$ cat src/rtl/johnson_pkg.sv
// -----------------------------------------------------------------------------
// johnson_pkg
// Shared definitions for the parameterised Johnson (twisted-ring) counter.
//   JC_MAX_N        : widest counter that may be instantiated (bits)
//   jc_phase_width  : width of the phase index for an N-bit counter, i.e.
//                     enough bits to hold 0..2N-1
// -----------------------------------------------------------------------------
package johnson_pkg;

  localparam int JC_MAX_N = 32;

  function automatic int jc_phase_width(input int n);
    return $clog2(2 * n);
  endfunction

endpackage : johnson_pkg

$ cat src/rtl/johnson_phase_decode.sv
// -----------------------------------------------------------------------------
// johnson_phase_decode
// Combinational decode of a Johnson counter state.
//   N        : counter width (2..JC_MAX_N)
//   q_i      : current counter state
//   phase_o  : position of q_i in the 2N-state sequence (0..2N-1)
//   wrap_o   : high when q_i is the last state of the cycle (MSB only set)
//   legal_o  : high when q_i is one of the 2N ring codes
// Optional build macro: JOHNSON_SELF_CORRECT_EN -- when defined, phase_o
// reads 0 for any illegal state.
// -----------------------------------------------------------------------------
module johnson_phase_decode
  import johnson_pkg::*;
#(
  parameter int N = 4
) (
  input  logic [N-1:0]                  q_i,
  output logic [jc_phase_width(N)-1:0]  phase_o,
  output logic                          wrap_o,
  output logic                          legal_o
);

  localparam int PW = jc_phase_width(N);
  localparam logic [N-1:0] WRAP_CODE = {1'b1, {(N-1){1'b0}}};

  // One bit per adjacent pair that differs. A legal Johnson code is a single
  // block of ones anchored at one end, so it has at most one such boundary.
  logic [N-2:0] boundary;

  generate
    for (genvar gi = 0; gi < N - 1; gi++) begin : g_boundary
      assign boundary[gi] = q_i[gi] ^ q_i[gi+1];
    end
  endgenerate

  int ones_cnt;
  int boundary_cnt;
  int phase_raw;

  always_comb begin
    ones_cnt     = 0;
    boundary_cnt = 0;
    phase_raw    = 0;

    for (int i = 0; i < N; i++) begin
      if (q_i[i]) ones_cnt = ones_cnt + 1;
    end
    for (int i = 0; i < N - 1; i++) begin
      if (boundary[i]) boundary_cnt = boundary_cnt + 1;
    end

    // Filling half (ones grow from the LSB) counts up with the popcount;
    // draining half (zeros grow from the LSB) counts on from N toward 2N-1.
    // In the draining half q is non-zero, so 2N - ones never exceeds 2N-1.
    if ((q_i == '0) || q_i[0]) begin
      phase_raw = ones_cnt;
    end else begin
      phase_raw = 2 * N - ones_cnt;
    end

    legal_o = (boundary_cnt <= 1);
    phase_o = PW'(phase_raw);
`ifdef JOHNSON_SELF_CORRECT_EN
    if (!legal_o) phase_o = '0;
`endif
    wrap_o = (q_i == WRAP_CODE);
  end

endmodule : johnson_phase_decode

$ cat src/rtl/johnson_counter_param.sv
// -----------------------------------------------------------------------------
// johnson_counter_param
// N-bit Johnson (twisted-ring) counter: every clock the state shifts toward
// the MSB with the inverted MSB fed into the LSB, giving a 2N-state cycle.
//   N      : counter width, 2..JC_MAX_N (default 4)
//   clk    : sole clock, rising edge
//   reset  : synchronous, active-high; loads all-zeros
//   q      : registered counter state
//   phase  : index of q in the 0..2N-1 sequence (combinational from q)
//   wrap   : high while q is the last state (MSB only set), combinational
// Optional build macro: JOHNSON_SELF_CORRECT_EN -- when defined, an illegal
// state is replaced by all-zeros on the next edge and phase reads 0 while
// the state is illegal. Without it the pure shift equation is used.
// -----------------------------------------------------------------------------
module johnson_counter_param
  import johnson_pkg::*;
#(
  parameter int N = 4
) (
  input  logic                          clk,
  input  logic                          reset,
  output logic [N-1:0]                  q,
  output logic [jc_phase_width(N)-1:0]  phase,
  output logic                          wrap
);

  // An out-of-range width references a module that does not exist, so the
  // mistake stops elaboration instead of producing a silently broken counter.
  generate
    if ((N < 2) || (N > JC_MAX_N)) begin : g_bad_width
      johnson_counter_width_out_of_range u_bad_width ();
    end
  endgenerate

  logic [N-1:0] q_q;
  logic [N-1:0] q_d;
  logic [N-1:0] shift_next;
  logic         state_legal;

  johnson_phase_decode #(
    .N (N)
  ) u_decode (
    .q_i     (q_q),
    .phase_o (phase),
    .wrap_o  (wrap),
    .legal_o (state_legal)
  );

  assign shift_next = {q_q[N-2:0], ~q_q[N-1]};

`ifdef JOHNSON_SELF_CORRECT_EN
  // Any code off the ring collapses to zero, which is on the ring.
  assign q_d = state_legal ? shift_next : '0;
`else
  // Legality only steers the next state when self-correction is built in.
  logic unused_state_legal;
  assign unused_state_legal = state_legal;
  assign q_d = shift_next;
`endif

  // Reset outranks correction: it always wins on the sampled edge.
  always_ff @(posedge clk) begin
    if (reset) begin
      q_q <= '0;
    end else begin
      q_q <= q_d;
    end
  end

  assign q = q_q;

endmodule : johnson_counter_param

$ cat config.mk
export PLATFORM = sky130hd
export DESIGN_NAME = johnson_counter_param
export DESIGN_NICKNAME = d
export VERILOG_FILES = /design/src/rtl/johnson_pkg.sv /design/src/rtl/johnson_phase_decode.sv /design/src/rtl/johnson_counter_param.sv
export SDC_FILE = /design/constraint.sdc
export NUM_CORES = 1
export LEC_CHECK = 0
export ABC_CLOCK_PERIOD_IN_PS = 2500
export CAP_MARGIN = 5
export CELL_PAD_IN_SITES_DETAIL_PLACEMENT = 0
export CELL_PAD_IN_SITES_GLOBAL_PLACEMENT = 1
export CORE_AREA = 3 3 40 42
export CTS_CLUSTER_SIZE = 10
export DETAILED_ROUTE_END_ITERATION = 10
export DIE_AREA = 0 0 43 45
export PLACE_DENSITY_LB_ADDON = 0.08
export SYNTH_ARGS = -nofsm -noshare
export SYNTH_HDL_FRONTEND = slang
export SYNTH_SLANG_ARGS = --single-unit
$ cat constraint.sdc
create_clock -name clk -period 2.5 [get_ports clk]
set_input_delay 0.375 -clock clk [delete_from_list [all_inputs] [get_ports clk]]
set_output_delay 0.375 -clock clk [all_outputs]
set_load 0.01 [all_outputs]
After elaboration in Yosys (flattened, before gate mapping) --
Cells that the tools add are included.
Word-level totals: bits in registers 4, output and inout port bits 8, logic and storage cells 14
Operators by class: add/sub/neg operators 4, eq/ne operators 1, muxes and demuxes 5, bitwise operators 1, reduce and logical (&&, ||, !) cells 2
Operators by type and width (count):
- $mux 3 | 3
- $eq 4x4->1 const B | 1
- $logic_not 4->1 | 1
- $add 2x1->3 const B | 1
- $add 3x2->3 const B | 1
- $sub 1x3->3 const A | 1
- $add 1x1->2 const B | 1
- $mux 2 | 1
- $logic_or 1x1->1 | 1
- $mux 1 | 1
- $not 1->1 | 1

Logic depth before layout (Yosys ltp) --
Gate-level depths: netlist of the first run.
depth in word-level cells 9, mapped depth 9

Cells and area by module --
A second synthesis of the first run with hierarchy kept.
Unflattened totals: cell total of the unflattened synthesis 46, area total of the unflattened synthesis 402.9 µm²
Modules (own cells, without submodules):
- johnson_phase_decode | instances 1, cells each 35, area each 277.8 µm², seq. area each 0.0 µm²
- johnson_counter_param | instances 1, cells each 11, area each 125.1 µm², seq. area each 80.1 µm²

Least setup slack after synthesis of the first run --
No wires, ideal clock.
path kind register to output, start reg q_q[0] (netlist: q[0]), end out phase[2], arrival 2.298 ns, data required time 2.125 ns, slack -0.173 ns, stages on the path, launching flop included 10, path buffers 0, path through dfxtp_1 -> inv_1 -> ha_1 -> xor2_1 -> ha_1 -> mux2i_1 -> ha_1 -> or4b_1 -> o311ai_1 -> xnor2_1
Between the ends: word-level cells in the longest chain between the ends 9
RTL lines:
- start: declaration | line johnson_counter_param.sv:35 | logic [N-1:0] q_q;
- start signal: assignment | line johnson_counter_param.sv:66 | q_q <= q_d;
- $mux 1 | line johnson_phase_decode.sv:46 | if (q_i[i]) ones_cnt = ones_cnt + 1;
- $add 1x1->2 | line johnson_phase_decode.sv:46
- $mux 2 | line johnson_phase_decode.sv:46
- $add 2x1->3 | line johnson_phase_decode.sv:46
- $mux 3 | line johnson_phase_decode.sv:46
- $add 3x2->3 | line johnson_phase_decode.sv:46
- $mux 3 | line johnson_phase_decode.sv:46
- $sub 1x3->3 | line johnson_phase_decode.sv:58 | phase_raw = 2 * N - ones_cnt;
- $mux 3 * | line johnson_phase_decode.sv:55 | if ((q_i == '0) || q_i[0]) begin
- end: declaration | line johnson_counter_param.sv:23 | output logic [jc_phase_width(N)-1:0] phase,
Every way passes the cells marked *; elsewhere a longest branch is shown, timed or not.

Final worst setup path of the first run --
Ends and elaborated chain as after synthesis.

==> summary.txt, run 1 <==
Finish
  – Fin nets: 66
  – Ant diodes: 0
  – Area Overhead vs Synth: 70.79%
  – Final design utilization: 44.40%
  – Non-filler instance count after layout: 73
  – Max reg flops: 4
  – Layout fillers: between 100 and 150
  – Ratio of cells with drive above 1 in the final layout: 48.28%

Timing
  – Clk_skew: roughly 7.2 ps
  – Max Freq: roughly 360 MHz
  – Final Cycle Share: 111.4%
  – Worst-Margin Slew: 260.4 ps
  – Max-slew violation count: 0
  – WHS: 574.1 ps
  – Setup tns final: -536.8 ps
  – Final setup vio count: 2
  – Final hold vios: 0
  – RSZ-0062 raised after global routing: yes
  – Final worst slack: -285.0 ps
  – Fin crit period: ~2800 ps
  – Slew Limit Headroom: between 80 and 90%

Clocking
  – Root Driver: clkbuf_4
  – Later-pin clock latency in the skew report: 230 ps
  – Clock tree buffer depth: 2
  – Total CTS buffers: 3
  – CTS Hold Bufs: 0
  – CTS clock-pin slew for the worst setup and hold paths: 40 ps
  – TritonCTS clock tree: done
  – H-tree levels: 1
  – Sink Count: 4

Power and ir drop
  – Register share of total power: 27.5%
  – Worst vdd ir: 0.2211 mV
  – Switch share: between 20% and 30%
  – Psw: 0.07004 mW
  – Combinational fraction of design power: between 30% and 40%
  – Int Power: between 0.15 and 0.2 mW
  – Power Density: 452.3 mW/mm²
  – Leak: 0.2541 nW
  – Clock Power Share: 32.7%

Routing
  – Drt total wl: approximately 650 µm
  – Pre-antenna DRT Iters: 3
  – Routed len/inst: 8.959 µm
  – DRT iter0 DRCs: 2
  – Vias post-DR: 310
  – Vias per cell: 4.247
  – DRC errors left: 0
  – Antenna Violating Nets Remaining: 0

Setup path
  – Critical Path AT: 2410 ps
  – Data required, critical path: 2120 ps
  – Critical path class: reg2out
  – Reg-to-Reg Start: q[2]
  – CP startpoint kind: flip-flop
  – Crit-path max FO: 3
  – Reg-to-reg critical path endpoint: q[3]
  – Flop2flop setup slack: 1740 ps
  – FF-to-FF path depth: 2
  – Endpoint class of the critical path: output port

Run
  – Max_cap viols: 0

Yosys
  – Post-synthesis cell type count: 20
  – Async SR Flop Fraction: 0%
  – Yosys warnings: 0
  – Syn nets: 44
  – Register area share after synthesis: 23.97%
  – Top cell type by total area after synthesis: dfxtp_1
  – Cells after synthesis: 37
  – EDFF count, synth: 0
  – Most common flop cell mapped by yosys: dfxtp_1
  – Synth area leaders: dfxtp_1, ha_1, buf_4
  – Mapped Area: 334.1 µm²
  – Synth top area share: 23.97%
  – Flops & latches, synth: 4
  – Average cell area after synthesis: ~9 µm²

Global routing
  – GR Overflow Total: 0
  – All-layer global routing usage: 7.820%
  – Number of global-route vias before repair: 288
  – Initial antenna violation count: 0
  – Largest net degree at the start of global routing: 8
  – Global-route wire length before repair: 1131 µm

Placed design
  – Pre-CTS WS: -513.9 ps
  – Port bufs: 9
  – # placed instances: 68
  – GP Congestion: 0.6783
  – Final HPWL DP: 589.2 µm

Floorplanning
  – Height of the die: 45 µm
  – CORE AREA: roughly 0.0013 mm²
  – Row cnt: 13
  – Initial core utilization: 26.00%
  – Die width: about 43 µm
  – Boundary Pins: 10
  – Die area: ~0.0019 mm²

Hold path
  – Hold Path Depth: 3
  – HP Start: q[1]
  – Hold Path End: q[2]
  – Worst min-delay path class: reg2reg

Outcome
  – Status: finished with violations
  – Violated checks: negative setup slack
[worst max-delay path by stage]
stage | to | from | depth (start not counted)
after floorplan | phase[2] | q[0] | 9
after global placement | phase[2] | q[0] | 10
after detailed placement | phase[2] | q[1] | 10
after CTS | phase[2] | q[0] | 10
after global routing | phase[2] | q[0] | 10
final | phase[2] | q[0] | 10
[placed cells by master (no fill, tap or decap), drive strengths merged]
master,n
and2,1
and2b,1
o32a,1
o311ai,1
clkbuf,4
inv,5
or4b,1
nor2,3
xnor2,2
nor2b,1
dfxtp,4
o21ai,1
ha,5
buf,13
mux2,1
nand3,1
or2,1
mux2i,2
xor2,1
o21a,1
o211ai,1
clkdlybuf4s50,7
[area by class of cell]
cell class | count | area, µm² | share of cell area (%)
multi-input cells | 25 | 256.5 | 44.96
repair buffers | 20 | 162.7 | 28.51
flip-flops and latches | 4 | 85.08 | 14.91
clock buffers | 4 | 26.28 | 4.605
inverters | 5 | 21.27 | 3.728
well taps | 15 | 18.77 | 3.289
[stage by stage]
step | cell area (µm²) | power (mW)
2_1_floorplan | 367.9 | 0.1287
3_3_place_gp | 529.3 | 0.1716
3_5_place_dp | 529.3 | 0.1755
4_1_cts | 556.8 | 0.2610
5_1_grt | 570.5 | 0.2751
6_report | 570.5 | 0.2581
[power by group through the flow]
stage,clock network (mW),registers [mW],logic [mW]
2_1_floorplan,0,0.0722,0.0565
3_3_place_gp,0,0.0710,0.101
6_report,0.0845,0.0710,0.103
4_1_cts,0.0884,0.0711,0.102
3_5_place_dp,0,0.0711,0.104
5_1_grt,0.0905,0.0714,0.113
[cells by family (layout without fill, tap and decap cells)]
logic type / Yosys count / count (layout) / share of synthesized area [%]
xor gates and xnor gates: 3 / 3 / 7.867
adders and majority gates: 5 / 5 / 18.73
DFF: 4 / 4 / 23.97
buffers and inverters: 8 / 29 / 12.36
AOI/OAI and AO/OA: 5 / 5 / 11.61
and+or+nand+nor: 9 / 9 / 16.11
muxes: 3 / 3 / 9.363
[routing by layer]
layer / part of all wire [%] / up-vias / GRT usage, %
li1: - / 165 / -
met5: 0 / - / 0
met4: 0 / 0 / 5.422
met3: 4.4 / 0 / 1.195
met1: 40 / 139 / 8.413
met2: 56 / 6 / 14.07
[Yosys cell counts (2+ instances only)]
| cell type | n |
|---|---|
| nor2_1 | 3 |
| dfxtp_1 | 4 |
| inv_1 | 5 |
| xnor2_1 | 2 |
| ha_1 | 5 |
| mux2i_1 | 2 |
| buf_4 | 3 |
[repair_timing]
item | 4_1_cts | 5_1_grt
pin swaps | 4 | 2
setup endpoints to repair | 2 | 2
gates cloned | 0 | 0
resized for setup | 12 | 2
buffers inserted | 1 | 0
[critical path, stage by stage, from the launching register on]
cell,delay (ps)
dfxtp_4,360
inv_4,40
ha_4,220
xor2_2,140
ha_1,290
mux2i_1,70
ha_2,180
or4b_4,490
o311ai_4,80
xnor2_1,150
buf_2,150
Note: power is estimated with default switching activity, not from simulation.
==> run 2, diff against run 1 <==
--- a/config.mk
+++ b/config.mk
@@ -13,6 +13,7 @@
 export CTS_CLUSTER_SIZE = 10
 export DETAILED_ROUTE_END_ITERATION = 10
 export DIE_AREA = 0 0 43 45
+export GPL_TIMING_DRIVEN = 0
 export PLACE_DENSITY_LB_ADDON = 0.08
 export SYNTH_ARGS = -nofsm -noshare
 export SYNTH_HDL_FRONTEND = slang
==> run 2 against run 1 <==
  * The run still ends with negative setup slack left
  * Cell area is 4.6% lower
  * Routed wire length is 0.31% higher
  * Critical path depth stayed put
  * Clock power is 0.6% higher
  * Largest cell class unchanged
  * Clock skew is 1.0 ps lower
  * Worst hold slack worse by 67 ps
  * Global-route usage stayed put
==> summary.txt, run 2 (synthesis results as in run 1) <==
Outcome
  – Status: finished with violations
  – Violated checks: negative setup slack

Placed design
  – Port bufs: 9 (unchanged)
  – Area post-placement: 476.7 µm² (-9.9%)
  – # placed instances: 61 (-10%)
  – Pre-CTS WS: -593.4 ps (-79.52 ps)
  – GP Congestion: 0.6394 (-5.7%)
  – Final HPWL DP: 503.4 µm (-15%)

Setup path
  – Worst-path cell chain: inv_2, ha_4, xor2_2, ha_1, mux2i_1, ha_2, or4b_4, o311ai_2, xnor2_1, buf_2
  – Crit path buf inv count: 2 (unchanged)
  – Slowest cell on crit path: or4b_4
  – Critical path class: reg2out
  – CP startpoint kind: flip-flop
  – Data required, critical path: 2120 ps (about the same)
  – Endpoint class of the critical path: output port
  – Largest delay share family, worst path: adder cells
  – Reg-to-reg critical path endpoint: q[0]
  – Reg-to-Reg Start: q[3]
  – Crit-path max FO: 3 (unchanged)
  – FF-to-FF path depth: 1 (-1)
  – Flop2flop setup slack: 1820 ps (+80 ps)
  – Critical Path AT: 2390 ps (-20 ps)
  – Slowest stage delay, CP: 480 ps (about the same)

Timing
  – Final hold vios: 0 (unchanged)
  – Max Freq: 361.1 MHz (+0.57%)
  – Final Cycle Share: 110.8% (-0.63 points)
  – Slew Limit Headroom: 80.34% (-2.2 points)
  – Final worst slack: -269.2 ps (+15.74 ps)
  – RSZ-0062 raised after global routing: yes
  – Max-slew violation count: 0 (unchanged)
  – Final setup vio count: 2 (unchanged)
  – Clk_skew: 6.164 ps (-1.046 ps)
  – Worst-Margin Slew: 294.5 ps (+34.14 ps)
  – Fin crit period: 2769 ps (-15.74 ps)

Clocking
  – CTS clock-pin slew for the worst setup and hold paths: 40 ps (about the same)
  – Clock tree buffer depth: 2 (unchanged)
  – H-tree levels: 1 (unchanged)
  – Later-pin clock latency in the skew report: 230 ps (about the same)
  – Total CTS buffers: 3 (unchanged)
  – Root Driver: clkbuf_4
  – TritonCTS clock tree: done
  – Sink Count: 4 (unchanged)

Finish
  – Ratio of cells with drive above 1 in the final layout: 48.15% (-0.13 points)
  – Non-filler instance count after layout: 69 (-5.5%)
  – Fin nets: 62 (-6.1%)
  – Ant diodes: 0 (unchanged)
  – Area Overhead vs Synth: 62.92%
  – Commonest cells after routing, fill and taps aside: buf_4, clkdlybuf4s50_1
  – Finished Cell Area: 544.3 µm² (-4.6%)
  – Max reg flops: 4 (unchanged)

Routing
  – Pre-antenna DRT Iters: 2 (-1)
  – DRT iter0 DRCs: 1 (-1)
  – Routed len/inst: 9.507 µm (+6.1%)
  – Drt total wl: 656 µm (+0.31%)
  – DRC errors left: 0 (unchanged)
  – Antenna Violating Nets Remaining: 0 (unchanged)
  – Vias post-DR: 298 (-3.9%)
  – Vias per cell: 4.319 (+1.7%)

Hold path
  – HP Start: q[0]
  – Hold Path Depth: 2 (-1)
  – Hold Path End: q[1]
  – Worst min-delay path class: reg2reg

Global routing
  – Largest net degree at the start of global routing: 9 (+1)
  – Number of global-route vias before repair: 303 (+5.2%)
  – Global-route wire length before repair: 1145 µm (+1.2%)
  – All-layer global routing usage: 7.820% (unchanged)
  – GR Overflow Total: 0 (unchanged)
  – Initial antenna violation count: 0 (unchanged)

Floorplanning
  – Initial core utilization: 26.00% (unchanged)
  – Boundary Pins: 10 (unchanged)
  – CORE AREA: 0.001285 mm² (unchanged)
  – Die area: 0.001935 mm² (unchanged)
  – Die width: 43 µm (unchanged)
  – Row cnt: 13 (unchanged)
  – Height of the die: 45 µm (unchanged)

Run
  – Max_cap viols: 0 (unchanged)

Power and ir drop
  – Leak: 0.2331 nW (-8.3%)
  – Worst vdd ir: 0.2350 mV (+6.3%)
  – Power Density: 468.6 mW/mm² (+3.6%)
  – Total Power: 0.2550 mW (-1.2%)
==> run 2: area by class of cell <==
cell class	count	area, µm²
Fill cell	137	740.7
Multi-Input combinational cell	25	259.0
Timing Repair Buffer	13	110.1
Sequential cell	4	86.33
Clock buffer	4	26.28
Buffer	3	22.52
Inverter	5	21.27
Tap cell	15	18.77
==> run 2: layer usage <==
metal / global-route usage, % / share of wire, %
met5: 0 / 0
met4: 5.422 / 0
met2: 13.47 / 50
met3: 1.195 / 5.0
met1: 8.894 / 45
==> run 2: worst min-delay path, stage by stage (launching register included) <==
cell     delay [ps]
dfxtp_4         350
inv_4            70
nor2_1           40
==> run 2: worst max path at each step <==
stage                           to  cells past startpoint  start  slack [ps]
after floorplan           phase[2]                      9   q[0]          10
after global placement    phase[2]                     10   q[0]        -560
after detailed placement  phase[2]                     10   q[0]        -590
after CTS                 phase[2]                     10   q[1]        -340
after global routing      phase[2]                     10   q[1]        -400
final                     phase[2]                     10   q[1]        -270
==> run 2: stage by stage <==
| stage | setup TNS, ps | hold WS [ps] | utilization, % |
|---|---|---|---|
| 2_1_floorplan | 0 | 432.1 | - |
| 3_3_place_gp | -1059 | 519.7 | 37.10 |
| 3_5_place_dp | -1122 | 540.6 | 37.10 |
| 4_1_cts | -634.8 | 508.3 | 40.70 |
| 5_1_grt | -769.7 | 517.8 | 42.36 |
| 6_report | -525.4 | 507.3 | 42.36 |
==> run 2: power breakdown <==
part / total [mW] / switching [mW] / internal [mW] / leakage, nW
Combinational: 0.0977 / 0.0399 / 0.0579 / 0.184
Sequential: 0.0723 / 0.00497 / 0.0673 / 0.0341
Clock: 0.0850 / 0.0252 / 0.0598 / 0.0150
Total: 0.255 / 0.0700 / 0.185 / 0.233
==> run 2: timing repair <==
item	4_1_cts	5_1_grt
setup buffers	3	1
endpoints found under the setup margin	2	2
resized for setup	13	3
cloned	0	0
pin swaps	4	3
hold buffers	0	0
==> run 3, diff against run 2 <==
--- a/config.mk
+++ b/config.mk
@@ -5,14 +5,15 @@
 export SDC_FILE = /design/constraint.sdc
 export NUM_CORES = 1
 export LEC_CHECK = 0
+export ABC_AREA = 1
 export ABC_CLOCK_PERIOD_IN_PS = 2500
 export CAP_MARGIN = 5
 export CELL_PAD_IN_SITES_DETAIL_PLACEMENT = 0
 export CELL_PAD_IN_SITES_GLOBAL_PLACEMENT = 1
-export CORE_AREA = 3 3 40 42
+export CORE_MARGIN = 3
+export CORE_UTILIZATION = 27
 export CTS_CLUSTER_SIZE = 10
 export DETAILED_ROUTE_END_ITERATION = 10
-export DIE_AREA = 0 0 43 45
 export GPL_TIMING_DRIVEN = 0
 export PLACE_DENSITY_LB_ADDON = 0.08
 export SYNTH_ARGS = -nofsm -noshare
==> run 3 against run 2 <==
  * The flow now finishes without violations
  * Sequential share of layout area down 1.5 points
  * Worst hold slack worse by 8.4 ps
  * Via count up 21%
  * Highest routed layer unchanged
==> summary.txt, run 3 <==
Outcome
  – Status: complete, no violations

Timing
  – Fin crit period: 2421 ps (-348.4 ps)
  – WHS: 499.0 ps (-8.356 ps)
  – Clk_skew: 4.970 ps (-1.194 ps)
  – RSZ-0062 raised after global routing: yes
  – Final setup vio count: 0 (-2)
  – Worst-Margin Slew: 256.1 ps (-38.39 ps)
  – Final worst slack: 79.13 ps (+348.4 ps)
  – Final Cycle Share: 96.83% (-14 points)
  – Max Freq: 413.1 MHz (+14%)
  – Setup tns final: 0 ps (+525.4 ps)
  – Final hold vios: 0 (unchanged)
  – Slew Limit Headroom: 82.90% (+2.6 points)
  – Max-slew violation count: 0 (unchanged)

Run
  – Max_cap viols: 0 (unchanged)

Routing
  – Antenna Violating Nets Remaining: 0 (unchanged)
  – Drt total wl: 793 µm (+21%)
  – Routed len/inst: 9.011 µm (-5.2%)
  – Pre-antenna DRT Iters: 2 (unchanged)
  – DRC errors left: 0 (unchanged)
  – DRT iter0 DRCs: 2 (+1)
  – Vias post-DR: 361 (+21%)
  – Vias per cell: 4.102 (-5.0%)

Placed design
  – GP Congestion: 0.6889 (+7.7%)
  – Area post-placement: 480.5 µm² (+0.79%)
  – Pre-CTS WS: -377.5 ps (+215.9 ps)
  – Final HPWL DP: 512.4 µm (+1.8%)
  – Port bufs: 9 (unchanged)
  – # placed instances: 78 (+28%)

Yosys
  – Top-count cell post-synth: nand2_1
  – Most frequent cells after synthesis: nand2_1, nor2_1, inv_1
  – Main combinational cell family by area after synthesis: simple AND/OR/NAND/NOR gates
  – Simple-gate share of the synthesized area: 32.55% (+16 points)
  – Mapped Area: 372.9 µm² (+12%)
  – Syn nets: 62 (+41%)
  – Adder-Cell Fraction of Synth Area: 16.78% (-1.9 points)
  – EDFF count, synth: 0 (unchanged)
  – Average cell area after synthesis: 6.779 µm² (-25%)
  – Register area share after synthesis: 21.48% (-2.5 points)
  – Most common flop cell mapped by yosys: dfxtp_1
  – Synth top area share: 21.48% (-2.5 points)
  – Synth Area in Compound Gates: 2.013% (-9.6 points)
  – Synth area leaders: dfxtp_1, ha_1, nand2_1
  – Synth Area in XOR/XNOR: 9.060% (+1.2 points)
  – Cells after synthesis: 55 (+49%)
  – Async SR Flop Fraction: 0% (unchanged)
  – Flops & latches, synth: 4 (unchanged)
  – Yosys warnings: 0 (unchanged)
  – Mux cell area share after synthesis: 0% (-9.4 points)
  – Top cell type by total area after synthesis: dfxtp_1
  – Post-synthesis cell type count: 15 (-25%)

Finish
  – Ant diodes: 0 (unchanged)
  – Commonest non-fill, non-tap cell in the layout: nand2_1
  – Commonest cells after routing, fill and taps aside: nand2_1, nor2_1, buf_4
  – Final design utilization: 49.48% (+7.1 points)
  – Non-filler instance count after layout: 88 (+28%)
  – Area Overhead vs Synth: 59.40%
  – Finished Cell Area: 594.3 µm² (+9.2%)
  – Fin nets: 83 (+34%)
  – Ratio of cells with drive above 1 in the final layout: 39.19% (-9.0 points)
  – Max reg flops: 4 (unchanged)

Power and ir drop
  – Switch share: 30.06% (+2.6 points)
  – Clock Power Share: 31.8% (-1.5 points)
  – Leak: 0.2967 nW (+27%)
  – Worst vdd ir: 0.3357 mV (+43%)
  – Int Power: 0.1811 mW (-2.1%)
  – Total Power: 0.2589 mW (+1.5%)
  – Combinational fraction of design power: 41.0% (+2.7 points)
  – Psw: 0.07785 mW (+11%)
  – Power Density: 435.7 mW/mm² (-7.0%)
  – Register share of total power: 27.1% (-1.2 points)

Setup path
  – Reg-to-reg critical path endpoint: q[1]
  – Critical Path AT: 2050 ps (-340 ps)
  – Crit path capture: phase[2]
  – Crit. Startpoint: q[0]
  – Data required, critical path: 2120 ps (about the same)
  – Flop2flop setup slack: 1700 ps (-120 ps)
  – Endpoint class of the critical path: output port
  – FF-to-FF path depth: 4 (+3)
  – CP startpoint kind: flip-flop
  – Critical path class: reg2out
  – Reg-to-Reg Start: q[0]
  – Crit-path max FO: 3 (unchanged)

Clocking
  – TritonCTS clock tree: done
  – CTS Hold Bufs: 0 (unchanged)
  – Clock tree buffer depth: 2 (unchanged)
  – Later-pin clock latency in the skew report: 240 ps (about the same)
  – Root Driver: clkbuf_4
  – CTS clock-pin slew for the worst setup and hold paths: 40 ps (about the same)
  – Total CTS buffers: 3 (unchanged)
  – Sink Count: 4 (unchanged)
  – H-tree levels: 1 (unchanged)

Global routing
  – Global-route wire length before repair: 1317 µm (+15%)
  – Largest net degree at the start of global routing: 8 (-1)
  – GR Overflow Total: 0 (unchanged)
  – All-layer global routing usage: 9.677% (+1.9 points)
  – Initial antenna violation count: 0 (unchanged)
  – Number of global-route vias before repair: 322 (+6.3%)

Floorplanning
  – Row cnt: 12 (-1)
  – Die area: 0.001863 mm² (-3.7%)
  – Boundary Pins: 10 (unchanged)
  – Height of the die: 43.16 µm (-4.1%)
  – Initial core utilization: 31.04% (+5.0 points)
  – Die width: 43.16 µm (+0.37%)
  – CORE AREA: 0.001201 mm² (-6.5%)

Hold path
  – Worst min-delay path class: reg2reg
==> run 3: changes by cell type in the layout (fill, tap and decap cells not counted), sizes merged, moves of 2 or more <==
cell   change
mux2i      -2
nand3      +2
nand2     +15
buf        +4
nor2       +6
inv        +3
==> run 3: power groups by stage <==
stage	Combinational, mW	Clock (mW)	Sequential [mW]
after detailed placement	0.0807	0	0.0710
final	0.106	0.0824	0.0703
after global routing	0.118	0.0945	0.0707
after global placement	0.0817	0	0.0712
after floorplan	0.0512	0	0.0706
after CTS	0.0911	0.0857	0.0711
==> run 3: repair_timing <==
item	4_1_cts	5_1_grt
cloned	0	0
setup endpoints to repair	2	2
pin swaps	2	7
resized for setup	14	9
setup buffers	5	3
==> run 3: area by class of cell <==
cell class | instances | area, µm²
fillers | 123 | 606.8
multi-input cells | 38 | 262.8
repair buffers | 16 | 136.4
flip-flops and latches | 4 | 85.08
inverters | 9 | 36.28
plain buffers | 4 | 33.78
clock buffers | 3 | 22.52
well taps | 14 | 17.52
==> run 3: routing by layer <==
layer	part of all wire, %	vias up	global-route usage (%)
met1	49	151	12.29
met4	0	0	3.614
met2	46	9	12.68
met5	0	-	0
li1	-	201	-
met3	5.0	0	6.356
==> run 3: worst min-delay path by stage <==
stage          start    to  slack [ps]  depth (start not counted)
2_1_floorplan  reset  q[0]         440                          1
3_3_place_gp    q[1]  q[2]         520                          2
3_5_place_dp    q[1]  q[2]         510                          2
4_1_cts         q[1]  q[2]         500                          2
5_1_grt         q[1]  q[2]         530                          2
6_report        q[1]  q[2]         500                          2
==> run 3: cells by family after synthesis <==
| group | Yosys count |
|---|---|
| AOI/OAI and AO/OA | 1 |
| xor gates and xnor gates | 3 |
| adders and majority gates | 5 |
| DFF | 4 |
| and+or+nand+nor | 29 |
| buffers and inverters | 13 |
==> run 3: critical path, cell delays in order (launching register included) <==
cell      delay [ps]
dfxtp_4          360
inv_4             40
ha_4             270
xnor2_2          110
inv_1             60
ha_1             260
nand2_1           60
nand2_2          100
inv_2             50
ha_4             140
nand3b_1         140
nand2_1           60
nand2_1           40
buf_2            130
